`config.mk`:
```
export PLATFORM = sky130hd
export DESIGN_NAME = mic_frame_writer
export DESIGN_NICKNAME = d
export VERILOG_FILES = /design/src/rtl/mic_frame_pkg.sv /design/src/rtl/edge_sync.sv /design/src/rtl/mic_frame_writer.sv
export SDC_FILE = /design/constraint.sdc
export NUM_CORES = 1
export LEC_CHECK = 0
export CORE_MARGIN = 8
export CORE_UTILIZATION = 48
export CTS_CLUSTER_SIZE = 8
export DETAILED_ROUTE_END_ITERATION = 16
export GPL_ROUTABILITY_DRIVEN = 0
export PLACE_DENSITY_LB_ADDON = 0.3
export RECOVER_POWER = 25
export SYNTH_ARGS = -nofsm -noshare
export SYNTH_HDL_FRONTEND = slang
export SYNTH_SLANG_ARGS = --single-unit
export TNS_END_PERCENT = 20
```
`constraint.sdc`:
```
create_clock -name sys_clk -period 3 [get_ports sys_clk]
set_input_delay 0.3 -clock sys_clk [delete_from_list [all_inputs] [get_ports sys_clk]]
set_output_delay 0.3 -clock sys_clk [all_outputs]
set_load 0.1 [all_outputs]
```
`src/rtl/mic_frame_pkg.sv`:
```
// Shared types and helpers for the microphone frame writer: FSM states,
// mailbox word layout and the frame/block word-count arithmetic.
package mic_frame_pkg;

    typedef enum logic [2:0] {
        S_IDLE,
        S_CAPTURE,
        S_WRITE,
        S_BLOCK_DONE,
        S_POST,
        S_POLL_RD,
        S_POLL_CHK
    } state_t;

    localparam int MBOX_VALID   = 0;
    localparam int MBOX_BANK    = 1;
    localparam int MBOX_OVR     = 2;
    localparam int MBOX_SEQ_LSB = 8;

    // Two 16-bit samples share one 32-bit RAM word.
    function automatic int words_per_frame(input int mic_n);
        return mic_n / 2;
    endfunction

    function automatic int words_per_block(input int mic_n, input int frames);
        return frames * (mic_n / 2);
    endfunction

endpackage

```
`src/rtl/edge_sync.sv`:
```
// Two-flop synchroniser for an asynchronous level, followed by a history
// flop that turns each synchronised rising edge into a one-cycle pulse.
module edge_sync (
    input  logic clk,
    input  logic rst_n,
    input  logic din,
    output logic rise
);

    logic [1:0] sync;
    logic       hist;

    // NOTE: sequential state uses non-blocking assignments so every flop
    // samples the pre-edge value of its neighbour, giving a true shift chain.
    always_ff @(posedge clk or negedge rst_n) begin
        if (!rst_n) begin
            sync <= 2'b00;
            hist <= 1'b0;
        end else begin
            sync <= {sync[0], din};
            hist <= sync[1];
        end
    end

    assign rise = sync[1] & ~hist;

endmodule

```
`src/rtl/mic_frame_writer.sv`:
```
// Packs decimated PCM frames into ping-pong RAM banks, posts each finished
// block through a mailbox word and holds irq until the host clears it.
module mic_frame_writer
    import mic_frame_pkg::*;
#(
    parameter int MIC_N     = 2,
    parameter int SAMPLE_W  = 16,
    parameter int FRAMES    = 8,
    parameter int ADDR_W    = 7,
    parameter int MBOX_ADDR = 127,
    parameter int POLL_GAP  = 16
) (
    input  logic                      sys_clk,
    input  logic                      core_reset_n,
    input  logic                      enable,
    input  logic                      sample_valid,
    input  logic [MIC_N*SAMPLE_W-1:0] sample_data,
    output logic [ADDR_W-1:0]         ram_address,
    output logic                      ram_chipselect,
    output logic                      ram_write,
    output logic [31:0]               ram_writedata,
    output logic [3:0]                ram_byteenable,
    input  logic [31:0]               ram_readdata,
    output logic                      irq,
    output logic [7:0]                drop_count
);

    localparam int WPF    = words_per_frame(MIC_N);
    localparam int WPB    = words_per_block(MIC_N, FRAMES);
    localparam int WORD_W = 2 * SAMPLE_W;
    localparam int W_W    = (WPF > 1) ? $clog2(WPF) : 1;
    localparam int FI_W   = $clog2(FRAMES + 1);
    localparam int PG_W   = $clog2(POLL_GAP + 1);

    state_t                    state, state_next;
    logic [MIC_N*SAMPLE_W-1:0] data_q;
    logic [W_W-1:0]            w_idx;
    logic [FI_W-1:0]           frame_idx;
    logic                      bank;
    logic [7:0]                seq;
    logic                      pending;
    logic                      ovr;
    logic                      frame_flag;
    logic [PG_W-1:0]           poll_cnt;
    logic                      rise;
    logic                      last_word;
    logic                      last_frame;
    logic [ADDR_W-1:0]         word_addr;
    logic [31:0]               mbox_word;

    edge_sync u_edge_sync (
        .clk   (sys_clk),
        .rst_n (core_reset_n),
        .din   (sample_valid),
        .rise  (rise)
    );

    assign last_word  = (w_idx == W_W'(WPF - 1));
    assign last_frame = (frame_idx == FI_W'(FRAMES - 1));
    assign word_addr  = ADDR_W'(int'(bank) * WPB + int'(frame_idx) * WPF + int'(w_idx));

    always_comb begin
        mbox_word                          = '0;
        mbox_word[MBOX_VALID]              = 1'b1;
        mbox_word[MBOX_BANK]               = bank;
        mbox_word[MBOX_OVR]                = ovr;
        mbox_word[MBOX_SEQ_LSB +: 8]       = seq;
    end

    always_ff @(posedge sys_clk or negedge core_reset_n) begin
        if (!core_reset_n) state <= S_IDLE;
        else               state <= state_next;
    end

    // NOTE: every output of this block is given a default before the case so
    // no path leaves a signal unassigned, which would otherwise infer a latch.
    always_comb begin
        state_next     = state;
        ram_chipselect = 1'b0;
        ram_write      = 1'b0;
        ram_address    = '0;
        ram_writedata  = '0;
        case (state)
            S_IDLE: begin
                if (frame_flag)                    state_next = S_CAPTURE;
                else if (pending && poll_cnt == '0) state_next = S_POLL_RD;
            end
            S_CAPTURE: state_next = S_WRITE;
            S_WRITE: begin
                ram_chipselect = 1'b1;
                ram_write      = 1'b1;
                ram_address    = word_addr;
                ram_writedata  = data_q[int'(w_idx) * WORD_W +: WORD_W];
                if (last_word) state_next = last_frame ? S_BLOCK_DONE : S_IDLE;
            end
            S_BLOCK_DONE: state_next = pending ? S_IDLE : S_POST;
            S_POST: begin
                ram_chipselect = 1'b1;
                ram_write      = 1'b1;
                ram_address    = ADDR_W'(MBOX_ADDR);
                ram_writedata  = mbox_word;
                state_next     = S_IDLE;
            end
            S_POLL_RD: begin
                ram_chipselect = 1'b1;
                ram_address    = ADDR_W'(MBOX_ADDR);
                state_next     = S_POLL_CHK;
            end
            S_POLL_CHK: state_next = S_IDLE;
            default:    state_next = S_IDLE;
        endcase
    end

    always_ff @(posedge sys_clk or negedge core_reset_n) begin
        if (!core_reset_n) begin
            data_q     <= '0;
            w_idx      <= '0;
            frame_idx  <= '0;
            bank       <= 1'b0;
            seq        <= 8'd0;
            pending    <= 1'b0;
            ovr        <= 1'b0;
            frame_flag <= 1'b0;
            poll_cnt   <= '0;
            drop_count <= 8'd0;
        end else begin
            // An edge arriving while a frame is still flagged is absorbed.
            frame_flag <= (frame_flag && state != S_CAPTURE) || (rise && enable);
            if (poll_cnt != '0) poll_cnt <= poll_cnt - 1'b1;
            case (state)
                S_CAPTURE: begin
                    data_q <= sample_data;
                    w_idx  <= '0;
                end
                S_WRITE: begin
                    w_idx <= w_idx + 1'b1;
                    if (last_word) frame_idx <= frame_idx + 1'b1;
                end
                S_BLOCK_DONE: begin
                    // Host still owns the previous block: overwrite this bank.
                    if (pending) begin
                        frame_idx <= '0;
                        ovr       <= 1'b1;
                        if (drop_count != 8'hFF) drop_count <= drop_count + 1'b1;
                    end
                end
                S_POST: begin
                    pending   <= 1'b1;
                    ovr       <= 1'b0;
                    seq       <= seq + 1'b1;
                    bank      <= ~bank;
                    frame_idx <= '0;
                    poll_cnt  <= PG_W'(POLL_GAP);
                end
                S_POLL_CHK: begin
                    if (ram_readdata == 32'd0) pending <= 1'b0;
                    poll_cnt <= PG_W'(POLL_GAP);
                end
                default: ;
            endcase
        end
    end

    assign irq            = pending;
    assign ram_byteenable = 4'hF;

endmodule
```
## Word level (Yosys, flattened, before mapping)

Index checks and enable logic that the tools add are counted.
W data, S select, Z words.

- Register bits: 68
- Word-level logic and storage cells: 79
- Bits of input ports: 68
- Output and inout bits: 54

- Muxes and demuxes: 20
- Add/subtract/negate cells: 7
- Shifts and indexed selects: 1
- Bitwise gates (word level): 3
- Equality and inequality tests: 13
- Reduce and logical (&&, ||, !) cells: 22

Operators by type and width:

| cell | number |
|---|---|
| $pmux W32 S2 | 1 |
| $logic_not A32 Y1 | 1 |
| $shiftx A32 B7 Y32 | 1 |
| $add A8 B1 Y8 const B | 2 |
| $pmux W3 S5 | 1 |
| $pmux W7 S2 | 1 |
| $mux W3 | 4 |
| $pmux W4 S3 | 1 |
| $mux W5 | 2 |
| $eq A3 B3 Y1 const B | 3 |
| $mux W4 | 2 |
| $ne A8 B8 Y1 const B | 1 |
| $reduce_bool A2 Y1 | 4 |
| $add A5 B1 Y6 | 1 |
| $eq A3 B2 Y1 const B | 2 |
| $ne A2 B2 Y1 const B | 3 |
| $pmux W1 S2 | 3 |
| $reduce_and A2 Y1 | 3 |
| $reduce_and A3 Y1 | 2 |
| $reduce_or A2 Y1 | 3 |
| $add A4 B4 Y5 | 1 |
| $logic_not A5 Y1 | 1 |
| $reduce_bool A5 Y1 | 1 |
| $sub A5 B1 Y5 const B | 1 |
| 15 further kinds | 21 |

## Longest topological paths before layout

- Depth in word-level cells: 5
- Gate-level depth with buffers: 7
- Gate-level depth less buffers: 6

## Cells and area by module

Synthesis repeated with hierarchy kept, for this count alone.

- Cells, all modules: 283
- Area, all modules: 3320.7 um^2

By module, submodules not included:

| module | cells an instance | instances | sequential area each (um^2) | area an instance (um^2) |
|---|---|---|---|---|
| mic_frame_writer | 279 | 1 | 1626.6 | 3231.8 |
| edge_sync | 4 | 1 | 75.1 | 88.8 |

## Worst setup path after synthesis

No wires, ideal clock.

- Path type: register to output
- From: reg w_idx
- To: out ram_address[2]
- Path slack: -443 ps
- Stages on the path, launching flop included: 5
- Required time: 2700 ps
- Arrival: 3143 ps
- Path buffers: 0
- Path through: dfrtp_1 ha_1 ha_1 xnor2_1 o21ai_0

- Longest elaborated chain between the ends: 2

Ends and longest elaborated chain:

| element | RTL line | source |
|---|---|---|
| start: declaration | mic_frame_writer.sv:37 | `logic [W_W-1:0] w_idx;` |
| start signal: assignment | mic_frame_writer.sv:136 | `w_idx <= w_idx + 1'b1;` |
| $add A5 B1 Y6 | mic_frame_writer.sv:60 | `assign word_addr = ADDR_W'(int'(bank) * WPB + int'(frame_idx) * WPF + int'(w_idx));` |
| $pmux W7 S2 | mic_frame_writer.sv:83 | `case (state)` |
| end: declaration | mic_frame_writer.sv:18 | `output logic [ADDR_W-1:0] ram_address,` |

No other way between the ends.

## Worst setup path after layout

- From: reg state[0]
- To: out ram_writedata[14]

- Longest elaborated chain between the ends: 2

Ends and longest elaborated chain:

| element | RTL line | source |
|---|---|---|
| start: declaration | mic_frame_writer.sv:35 | `state_t state, state_next;` |
| start signal: assignment | mic_frame_writer.sv:72 | `else state <= state_next;` |
| $eq A3 B3 Y1 or $eq A3 B2 Y1 (tied branches) | mic_frame_writer.sv:83 |  |
| $pmux W32 S2 (*) | mic_frame_writer.sv:83 |  |
| end: declaration | mic_frame_writer.sv:21 | `output logic [31:0] ram_writedata,` |

Every way passes the cells marked *; elsewhere a longest branch is shown, timed or not.

==> out/summary.md <==
Measured along the x axis, the die boundary spans 99.2 microns. The design internal power is 2.86 mW, and the total routing usage reported by global routing is 17.6%. Overall power consumption after layout is estimated at 5.63 mW. TritonCTS built the clock tree.

Final hold analysis gives a worst-case slack of 362 ps. For the cell area after layout, the log shows 4980 sq um. The final number of max-transition violations came out at 69.

The final layout contains routed wiring with a total length of 8.31 mm. Post-CTS timing repair inserted 0 buffers for setup. In the routed layout, each cell is associated on average with a via count of 5.33.

The repair_antennas step left the layout with diodes totalling 0. Power spread over the standard cell area amounts to 1130 nW/um^2. Of all nets on the critical path, the largest fanout is 37. Register clock-pin slew on the reported worst setup and hold paths: 70 ps. The post-route worst setup slack is 338 ps. The capturing element type of the critical path was an output port.

The logs give 83 for the initial DRC count and 2360 ps for the critical path arrival. The tools report the pin count of the biggest net entering global routing as 69. The critical path in this run is classified as flop to output port.

The die covers 9840 sq um. The tools report the H-tree level count as 3. The final worst-path cycle share is 88.7%.

The share of synthesized cell area in full adder, half adder and majority cells was 2.64%. The run gives 2700 ps as the critical path data required time. Counting flops with an async set or reset pin after synthesis yields a share of 100%. Of the total synthesized cell area, the portion taken by AND, OR, NAND and NOR gates is 15.9%. The run finished, with violations left.

Setup repair after global routing left no endpoint under its margin. Of the total power, the clock network draws 13.5%. The synthesized netlist contains 44 unique library cells. The cell area that synthesis handed to floorplanning was 3320 sq um. The logs give 73.6% for the core utilization of the finished layout and 703 ps for the worst slack after detailed placement.

The switching fraction of total power is 49.1%, and the number of nets in the layout is 473. Summed over all nets, the half-perimeter wirelength after detailed placement is 6.28 mm. In this run, flip-flops and latches consume 28.7% of the power. The via count of the first global-routing pass is 2,751, and the total via count after detailed routing is 2,572. The length of the first detailed-routing pass in iterations came out at 4. For the count of hold-fix buffers inserted at cts, the log shows 0. The synthesized-area fraction occupied by xor and xnor cells was 5.01%. For the maximum achievable frequency, the log shows 0.376 GHz. Of the cells placed in the final design, the portion with a size suffix greater than 1 is 27.5%. The final routed DRC violation total was 0; the core footprint was 6760 sq um.

For the floorplan row count, the log shows 30. The checks that failed: capacitance limit, slew limit. The initial antenna violation count was 0.

The die height is 99.2 microns. Multiplexer cells account for 11.5% of the synthesized area. In this run the tool buffered the top-level ports with 117 buffer cells.

After clock tree synthesis, the repair step resized 0 gates. The static power due to leakage was 2.17 nW. Each instance of the synthesized netlist takes up on average 11.8 sq um. The tightest min-delay check is of the flop to flop type. The part of the power in combinational logic is 57.7%. The total grt overflow came out at 0. Clock skew on the completed layout was measured at 7.67 ps.

The longest clock path from root to sink contains 2 buffers. The max capacitance violation total is 1. In this run the power spent charging and discharging nets is 2.76 mW. Minimum clock period after layout: 2660 ps. The total of warnings raised by yosys is 0. Counting the buffers created by CTS gives 9.

The worst setup path is launched from a flop. The synthesized design contains 0 enable-type register cells. The clock reaches the later pin of the worst-skew pair after 340 ps. In this run, synthesis produced a sequential element count of 68. The root buffer cell chosen for the clock tree is sky130_fd_sc_hd__clkbuf_8. The count of nets left with antenna violations once routing finished came out at 0. The tools report the number of clock sinks seen by CTS as 68. In this run the tightest slew margin relative to its limit is -10.8%. For this configuration, the core starts out at a cell density of 49.2%.

Compared with the post-synthesis result, the final layout area differs by 49.8%. For the final count of hold timing violations, the log shows 0. The run gives 4780 sq um as the cell area reported after detailed placement.

For the pin with the worst max-slew slack, the measured transition is 1660 ps. The first global-routing pass estimated 13.7 mm of wire. In the synthesized netlist the dominant register cell turns out to be sky130_fd_sc_hd__dfrtp_1. The run gives 0 as the final number of setup-violating endpoints. Average wire per standard cell: 17.2 microns. By area, the combinational part of the netlist is dominated by simple AND/OR/NAND/NOR gates.

Pin placement for this block handled 122 I/O pins. Across the VDD grid, the largest voltage drop is 0.627 mV. Synthesis handed over a netlist of 282 instances. Summing the sequential cell areas from Yosys gives 51.2% of the chip area.

Summing the areas of all compound-gate instances in the mapped netlist gives 8.78% of the synthesized area.
[cell usage after synthesis, types with 3 or more instances]
master	instances	share of area, %
sky130_fd_sc_hd__a21oi_1	4	0.60
sky130_fd_sc_hd__a22o_1	10	2.6
sky130_fd_sc_hd__a31oi_1	3	0.57
sky130_fd_sc_hd__and2_1	22	4.1
sky130_fd_sc_hd__and4_1	3	0.79
sky130_fd_sc_hd__buf_2	4	0.60
sky130_fd_sc_hd__buf_4	10	2.3
sky130_fd_sc_hd__dfrtp_1	68	51
sky130_fd_sc_hd__ha_1	7	2.6
sky130_fd_sc_hd__inv_1	9	1.0
sky130_fd_sc_hd__mux2_2	34	12
sky130_fd_sc_hd__nand2_1	12	1.4
sky130_fd_sc_hd__nand2b_1	3	0.57
sky130_fd_sc_hd__nand3_1	9	1.4
sky130_fd_sc_hd__nand4_1	4	0.75
sky130_fd_sc_hd__nor2_1	10	1.1
sky130_fd_sc_hd__nor4_1	8	1.5
sky130_fd_sc_hd__o21ai_0	13	2.0
sky130_fd_sc_hd__xnor2_1	12	3.2
sky130_fd_sc_hd__xor2_1	7	1.8
[cell usage in the layout, fill, tap and decap left out, types with 3 or more instances in the layout]
master                            count
sky130_fd_sc_hd__a31oi_1              3
sky130_fd_sc_hd__a22o_1              10
sky130_fd_sc_hd__nand2_1             12
sky130_fd_sc_hd__buf_12              32
sky130_fd_sc_hd__o21ai_0             12
sky130_fd_sc_hd__mux2_2              34
sky130_fd_sc_hd__nor4_1               8
sky130_fd_sc_hd__clkbuf_8            10
sky130_fd_sc_hd__inv_1                9
sky130_fd_sc_hd__and4_1               3
sky130_fd_sc_hd__nand2b_1             3
sky130_fd_sc_hd__buf_4               20
sky130_fd_sc_hd__nand4_1              4
sky130_fd_sc_hd__nor2_1              10
sky130_fd_sc_hd__ha_1                 7
sky130_fd_sc_hd__and2_1              22
sky130_fd_sc_hd__nand3_1              9
sky130_fd_sc_hd__a21oi_1              4
sky130_fd_sc_hd__xnor2_1             12
sky130_fd_sc_hd__dfrtp_1             68
sky130_fd_sc_hd__xor2_1               7
sky130_fd_sc_hd__clkdlybuf4s50_1     65
sky130_fd_sc_hd__conb_1               4
[logic make-up (layout without fill, tap and decap cells)]
logic type               after synthesis  after routing
AND/OR/NAND/NOR                       85             85
flip-flops                            68             68
AO/OA/AOI/OAI                         41             41
multiplexers                          34             34
buffers and inverters                 27            145
XOR/XNOR                              19             19
adder cells (fa/ha/maj)                7              7
other                                  1              4
[layer usage]
metal  GRT usage, %  share of wire, %  vias to the layer above
met5              0                 0                        -
met2           31.4                54                       72
met3           6.28               6.4                       11
met1           18.3                37                     1265
met4           7.45               1.8                        0
li1               -                 -                     1224
[state kept, by name, summed over array words and instances (netlist names)]
signal	count
bank	1
data_q	32
drop_count	8
frame_flag	1
frame_idx	4
irq	1
ovr	1
poll_cnt	5
seq	8
state	3
u_edge_sync.hist	1
u_edge_sync.sync	2
w_idx	1
[power by group through the flow]
stage	clock network (mW)	registers (mW)	logic, mW
2_1_floorplan	0	1.68	2.29
4_1_cts	0.782	1.62	3.29
3_5_place_dp	0	1.63	3.28
3_3_place_gp	0	1.61	3.22
5_1_grt	0.823	1.68	3.42
6_report	0.760	1.62	3.25
[per-stage QoR]
step	std cells	TNS [ps]
6_report	483	0
5_1_grt	483	0
4_1_cts	483	0
3_5_place_dp	467	0
3_3_place_gp	467	0
2_1_floorplan	285	-1160
[worst max-delay path: stages (launching register included)]
cell	delay, ps
sky130_fd_sc_hd__dfrtp_1	540
sky130_fd_sc_hd__or3b_1	600
sky130_fd_sc_hd__nor2_8	420
sky130_fd_sc_hd__a22o_1	260
sky130_fd_sc_hd__buf_12	190
[final cells by class]
class	instances	area [sq um]
Fill cell	469	1780
Sequential cell	68	1700
Multi-Input combinational cell	190	1480
Timing Repair Buffer	120	1460
Clock buffer	10	138
Tap cell	80	100
Clock inverter	6	63.8
Inverter	9	33.8
[path summary, 6_finish.rpt]
| check | from | endpoint | slack [ps] | cells after the start |
|---|---|---|---|---|
| setup / recovery | state[0] | ram_writedata[14] | 340 | 4 |
| hold / removal | u_edge_sync.sync[0] | u_edge_sync.sync[1] | 360 | 0 |
| setup reg to reg | state[0] | frame_idx[2] | 1050 | 4 |
| hold reg to reg | u_edge_sync.sync[0] | u_edge_sync.sync[1] | 360 | 0 |
| max in group asynchronous | core_reset_n | data_q[29] | 1550 | 2 |
| min in group asynchronous | core_reset_n | drop_count[5] | 470 | 2 |
Note: power is estimated with default switching activity, not from simulation.
==> RTL edit 1, RTL diff (same flow settings) <==
`FRAMES`: 8 -> 4.
--- a/src/rtl/mic_frame_writer.sv
+++ b/src/rtl/mic_frame_writer.sv
@@ -6,5 +6,5 @@
     parameter int MIC_N     = 2,
     parameter int SAMPLE_W  = 16,
-    parameter int FRAMES    = 8,
+    parameter int FRAMES    = 4,
     parameter int ADDR_W    = 7,
     parameter int MBOX_ADDR = 127,
Function: no difference found for any inputs over 10 cycles, from zero or initial values and one cycle with core_reset_n low; that may be too few to reach the edited logic, so the function may still have changed.
==> RTL edit 1 against the original RTL <==
The flow still finishes with violations (capacitance limit, slew limit); clock power rose by 12%; fmax rose by 3.3%; worst setup slack improved by 0.085 ns; wire length is 3.2% higher; total power increased by 3.5%; synthesized area increased by 0.41%; final area rose by 1.6%; sequential cell count fell by 1; critical endpoint is now ram_writedata[15].
==> RTL edit 1: results (changes against the original RTL) <==
\begin{tabular}{lr}
\hline
Metric & Value \\
\hline
\multicolumn{2}{l}{\textbf{Run status}} \\
Outcome & finished with violations \\
Violated checks & capacitance limit, slew limit \\
\multicolumn{2}{l}{\textbf{Placement}} \\
Post-Place Cells & 478 (+2.4\%) \\
Placed wire-length estimate after detailed placement & 6500 um (+3.5\%) \\
Worst-case setup slack after placement & 0.788 ns (+0.0850 ns) \\
Placement Cell Area & 0.00483 sq mm (+1.1\%) \\
\multicolumn{2}{l}{\textbf{GRT}} \\
Largest net degree at the start of global routing & 68 (-1.4\%) \\
Total routing resource utilization after global routing & 0.184 (+0.00806) \\
Via count of the first global-routing pass & 2874 (+4.5\%) \\
\multicolumn{2}{l}{\textbf{STA}} \\
Fin Clk Skew & 0.00932 ns (+0.00165 ns) \\
Final slew viol count & 68 (-1.4\%) \\
Max Clock Freq & 0.388 GHz (+3.3\%) \\
Hold slack & 0.374 ns (+0.0119 ns) \\
Headroom to the max-slew limit & -0.0847 (+0.0230) \\
\multicolumn{2}{l}{\textbf{Cells and area}} \\
Post-layout nets & 485 (+2.5\%) \\
Share of post-route cells with drive strength above 1 & 0.275 (about the same) \\
\multicolumn{2}{l}{\textbf{Power and ir drop}} \\
Total leakage power & 0.00221 uW (+1.7\%) \\
\multicolumn{2}{l}{\textbf{Worst setup path}} \\
Data arrival time of the critical path & 2.28 ns (-0.08 ns) \\
Maximum cell stage delay along the critical path & 0.76 ns (+0.16 ns) \\
Flop-to-flop setup slack & 0.86 ns (-0.19 ns) \\
Max FO, Critical Path & 18 (-51\%) \\
Slowest cell on crit path & sky130\_fd\_sc\_hd\_\_nor3b\_4 \\
\multicolumn{2}{l}{\textbf{Routing}} \\
Wirelength per Cell & 17.4 um (+0.90\%) \\
Violation count after the first detailed-routing iteration & 87 (+4.8\%) \\
Vias per cell & 5.36 (+0.66\%) \\
Total Wirelength & 8580 um (+3.2\%) \\
\multicolumn{2}{l}{\textbf{Synthesis}} \\
Mean area per synthesized cell & 11.5 sq um (-2.7\%) \\
Netlist cell types & 43 (-2.3\%) \\
Share of the yosys chip area belonging to registers & 0.503 (-0.00962) \\
Share of the synthesized area in compound gates (AO/OA/AOI/OAI) & 0.0915 (+0.00376) \\
Share of the synthesized netlist area taken by xor and xnor gates & 0.0420 (-0.00808) \\
Share of cell area taken by muxes after synthesis & 0.115 (-0.000476) \\
Cell types with the highest counts after synthesis & sky130\_fd\_sc\_hd\_\_dfrtp\_1 (67), sky130\_fd\_sc\_hd\_\_mux2\_2 (34), sky130\_fd\_sc\_hd\_\_and2\_1 (21) \\
Count of warnings emitted by yosys & 0 (unchanged) \\
\multicolumn{2}{l}{\textbf{Flow run}} \\
Max Cap Viol & 1 (unchanged) \\
\hline
\end{tabular}
-- RTL edit 1: cell count changes in the layout (fill, tap and decap cells not counted), moves of 4 or more --
cell | before | now
sky130_fd_sc_hd__nor3_1 | 2 | 6
sky130_fd_sc_hd__xnor2_1 | 12 | 5
sky130_fd_sc_hd__nand3_1 | 9 | 2
sky130_fd_sc_hd__nand2_1 | 12 | 16
sky130_fd_sc_hd__xor2_1 | 7 | 11
-- RTL edit 1: worst paths after layout --
kind / startpoint / to / depth (start not counted)
max in group asynchronous: core_reset_n / w_idx / 2
min in group asynchronous: core_reset_n / poll_cnt[2] / 2
hold / removal: u_edge_sync.sync[0] / u_edge_sync.sync[1] / 0
setup / recovery: state[2] / ram_writedata[15] / 3
hold reg to reg: u_edge_sync.sync[0] / u_edge_sync.sync[1] / 0
setup reg to reg: state[0] / data_q[1] / 4
-- RTL edit 1: report_power, final --
| part | total, uW | switching, uW | internal, uW |
|---|---|---|---|
| clock | 850 | 358 | 492 |
| combinational | 3360 | 2150 | 1210 |
| sequential | 1610 | 333 | 1280 |
-- RTL edit 1: layout make-up --
| cell class | count | area [sq um] |
|---|---|---|
| multi-input combinational | 197 | 1530 |
| inverter | 11 | 41.3 |
| tap | 80 | 100 |
| clock inverter | 6 | 87.6 |
| clock buffer | 10 | 138 |
| sequential | 67 | 1680 |
| fill | 449 | 1700 |
| timing repair buffer | 123 | 1480 |
-- RTL edit 1: worst register-to-register path: cells and delay by family, from the launching register on --
family	cells	cell delay (ns)
buffers and inverters	1	0.28
DFF	1	0.75
muxes	1	0.35
and+or+nand+nor	2	0.63
-- RTL edit 1: routing by layer --
metal  part of all wire  vias up  GRT usage
met2               0.48      100      0.305
met3               0.13        7      0.105
met5                  0        -          0
met4              0.011        0     0.0629
li1                   -     1271          -
met1               0.38     1270      0.191
==> RTL edit 2, RTL diff (config.mk and constraints unchanged) <==
Without the edit above. Compare `frame_idx` against `FI_W'(FRAMES - 1)` with >= in place of ==.
--- a/src/rtl/mic_frame_writer.sv
+++ b/src/rtl/mic_frame_writer.sv
@@ -57,5 +57,5 @@
 
     assign last_word  = (w_idx == W_W'(WPF - 1));
-    assign last_frame = (frame_idx == FI_W'(FRAMES - 1));
+    assign last_frame = (frame_idx >= FI_W'(FRAMES - 1));
     assign word_addr  = ADDR_W'(int'(bank) * WPB + int'(frame_idx) * WPF + int'(w_idx));
 
Check against the original RTL: no difference found for any inputs over 10 cycles, from zero or initial values and one cycle with core_reset_n low; that may be too few to reach the edited logic, so the function may still have changed.
==> RTL edit 2 against the original RTL <==
The run still ends with capacitance limit, slew limit left; register-to-register slack lost 0.17 ns; wire length grew 4.3%; sequential cell count is the same; worst hold slack lost 0.0098 ns; worst setup slack lost 0.098 ns; synthesized area grew 0.38%; core utilization grew 1.5 points; clock power grew 26%; synthesized cell count grew 1.4%; combinational power shrank 4%; final area grew 2.1%; total power grew 1.0%.
==> RTL edit 2: results (changes against the original RTL) <==
\begin{tabular}{lr}
\hline
Metric & Value \\
\hline
\multicolumn{2}{l}{\textbf{Cells and area}} \\
Post-layout nets & 478 (+1.1\%) \\
Number of inverters outside the clock class in the layout & 7 (-2) \\
Clock buffer cells & 11 (+1) \\
Layout multi-input combinational cell count & 196 (+3.2\%) \\
\multicolumn{2}{l}{\textbf{Placement}} \\
Placed wire-length estimate after detailed placement & 6510 um (+3.7\%) \\
\multicolumn{2}{l}{\textbf{GRT}} \\
Via count of the first global-routing pass & 2786 (+1.3\%) \\
Met1 Use GR & 0.193 (+0.0102) \\
\multicolumn{2}{l}{\textbf{Synthesis}} \\
Netlist cell types & 45 (+2.3\%) \\
Mean area per synthesized cell & 11.7 sq um (-1.0\%) \\
Share of the yosys chip area belonging to registers & 0.510 (-0.00192) \\
\multicolumn{2}{l}{\textbf{Routing}} \\
Detailed-routed wire length on met3 & 654 um (+23\%) \\
M1 wire length & 3290 um (+6.0\%) \\
Total Wirelength & 8670 um (+4.3\%) \\
Total via count in the routed design & 2594 (+0.86\%) \\
Vias per cell & 5.32 (-0.18\%) \\
\multicolumn{2}{l}{\textbf{STA}} \\
Hold slack & 0.352 ns (-0.00983 ns) \\
Headroom to the max-slew limit & -0.0479 (+0.0598) \\
Final slew viol count & 30 (-57\%) \\
\multicolumn{2}{l}{\textbf{Run status}} \\
Outcome & finished with violations \\
Violated checks & capacitance limit, slew limit \\
\multicolumn{2}{l}{\textbf{Floorplan}} \\
Width of the chip & 99.3 um (+0.16\%) \\
\multicolumn{2}{l}{\textbf{Clocking}} \\
Hold bufs inserted after CTS & 1 (+1) \\
\multicolumn{2}{l}{\textbf{Power and ir drop}} \\
Power density normalized to cell area & 1120 mW/mm\^{}2 (-1.0\%) \\
Total leakage power & 0.00219 uW (+0.80\%) \\
\multicolumn{2}{l}{\textbf{Worst setup path}} \\
Max FO, Critical Path & 36 (-2.7\%) \\
Maximum cell stage delay along the critical path & 0.64 ns (+0.04 ns) \\
\multicolumn{2}{l}{\textbf{Flow run}} \\
Max Cap Viol & 1 (unchanged) \\
\hline
\end{tabular}
RTL edit 2: cell count changes in the layout (fill, tap and decap cells not counted), moves of 3 or more:
| cell | unedited run | this run |
|---|---|---|
| sky130_fd_sc_hd__nor3_1 | 2 | 5 |
| sky130_fd_sc_hd__a21oi_1 | 4 | 7 |
| sky130_fd_sc_hd__o21ai_0 | 12 | 5 |
| sky130_fd_sc_hd__nand2_1 | 12 | 18 |
RTL edit 2: where the power goes:
group	switching, uW	internal [uW]	total (uW)
clock network	357	601	958
registers	317	1280	1600
logic	2000	1130	3130
RTL edit 2: logic make-up after synthesis:
kind of cell    count (synthesis)  share of synthesized area
compound gates                 38                     0.0867
simple gates                   94                      0.170
xor+xnor                       18                     0.0473
buf+inv                        25                     0.0405
fa+ha+maj                       7                     0.0263
flops                          68                      0.510
mux                            35                      0.118
other cells                     1                    0.00112
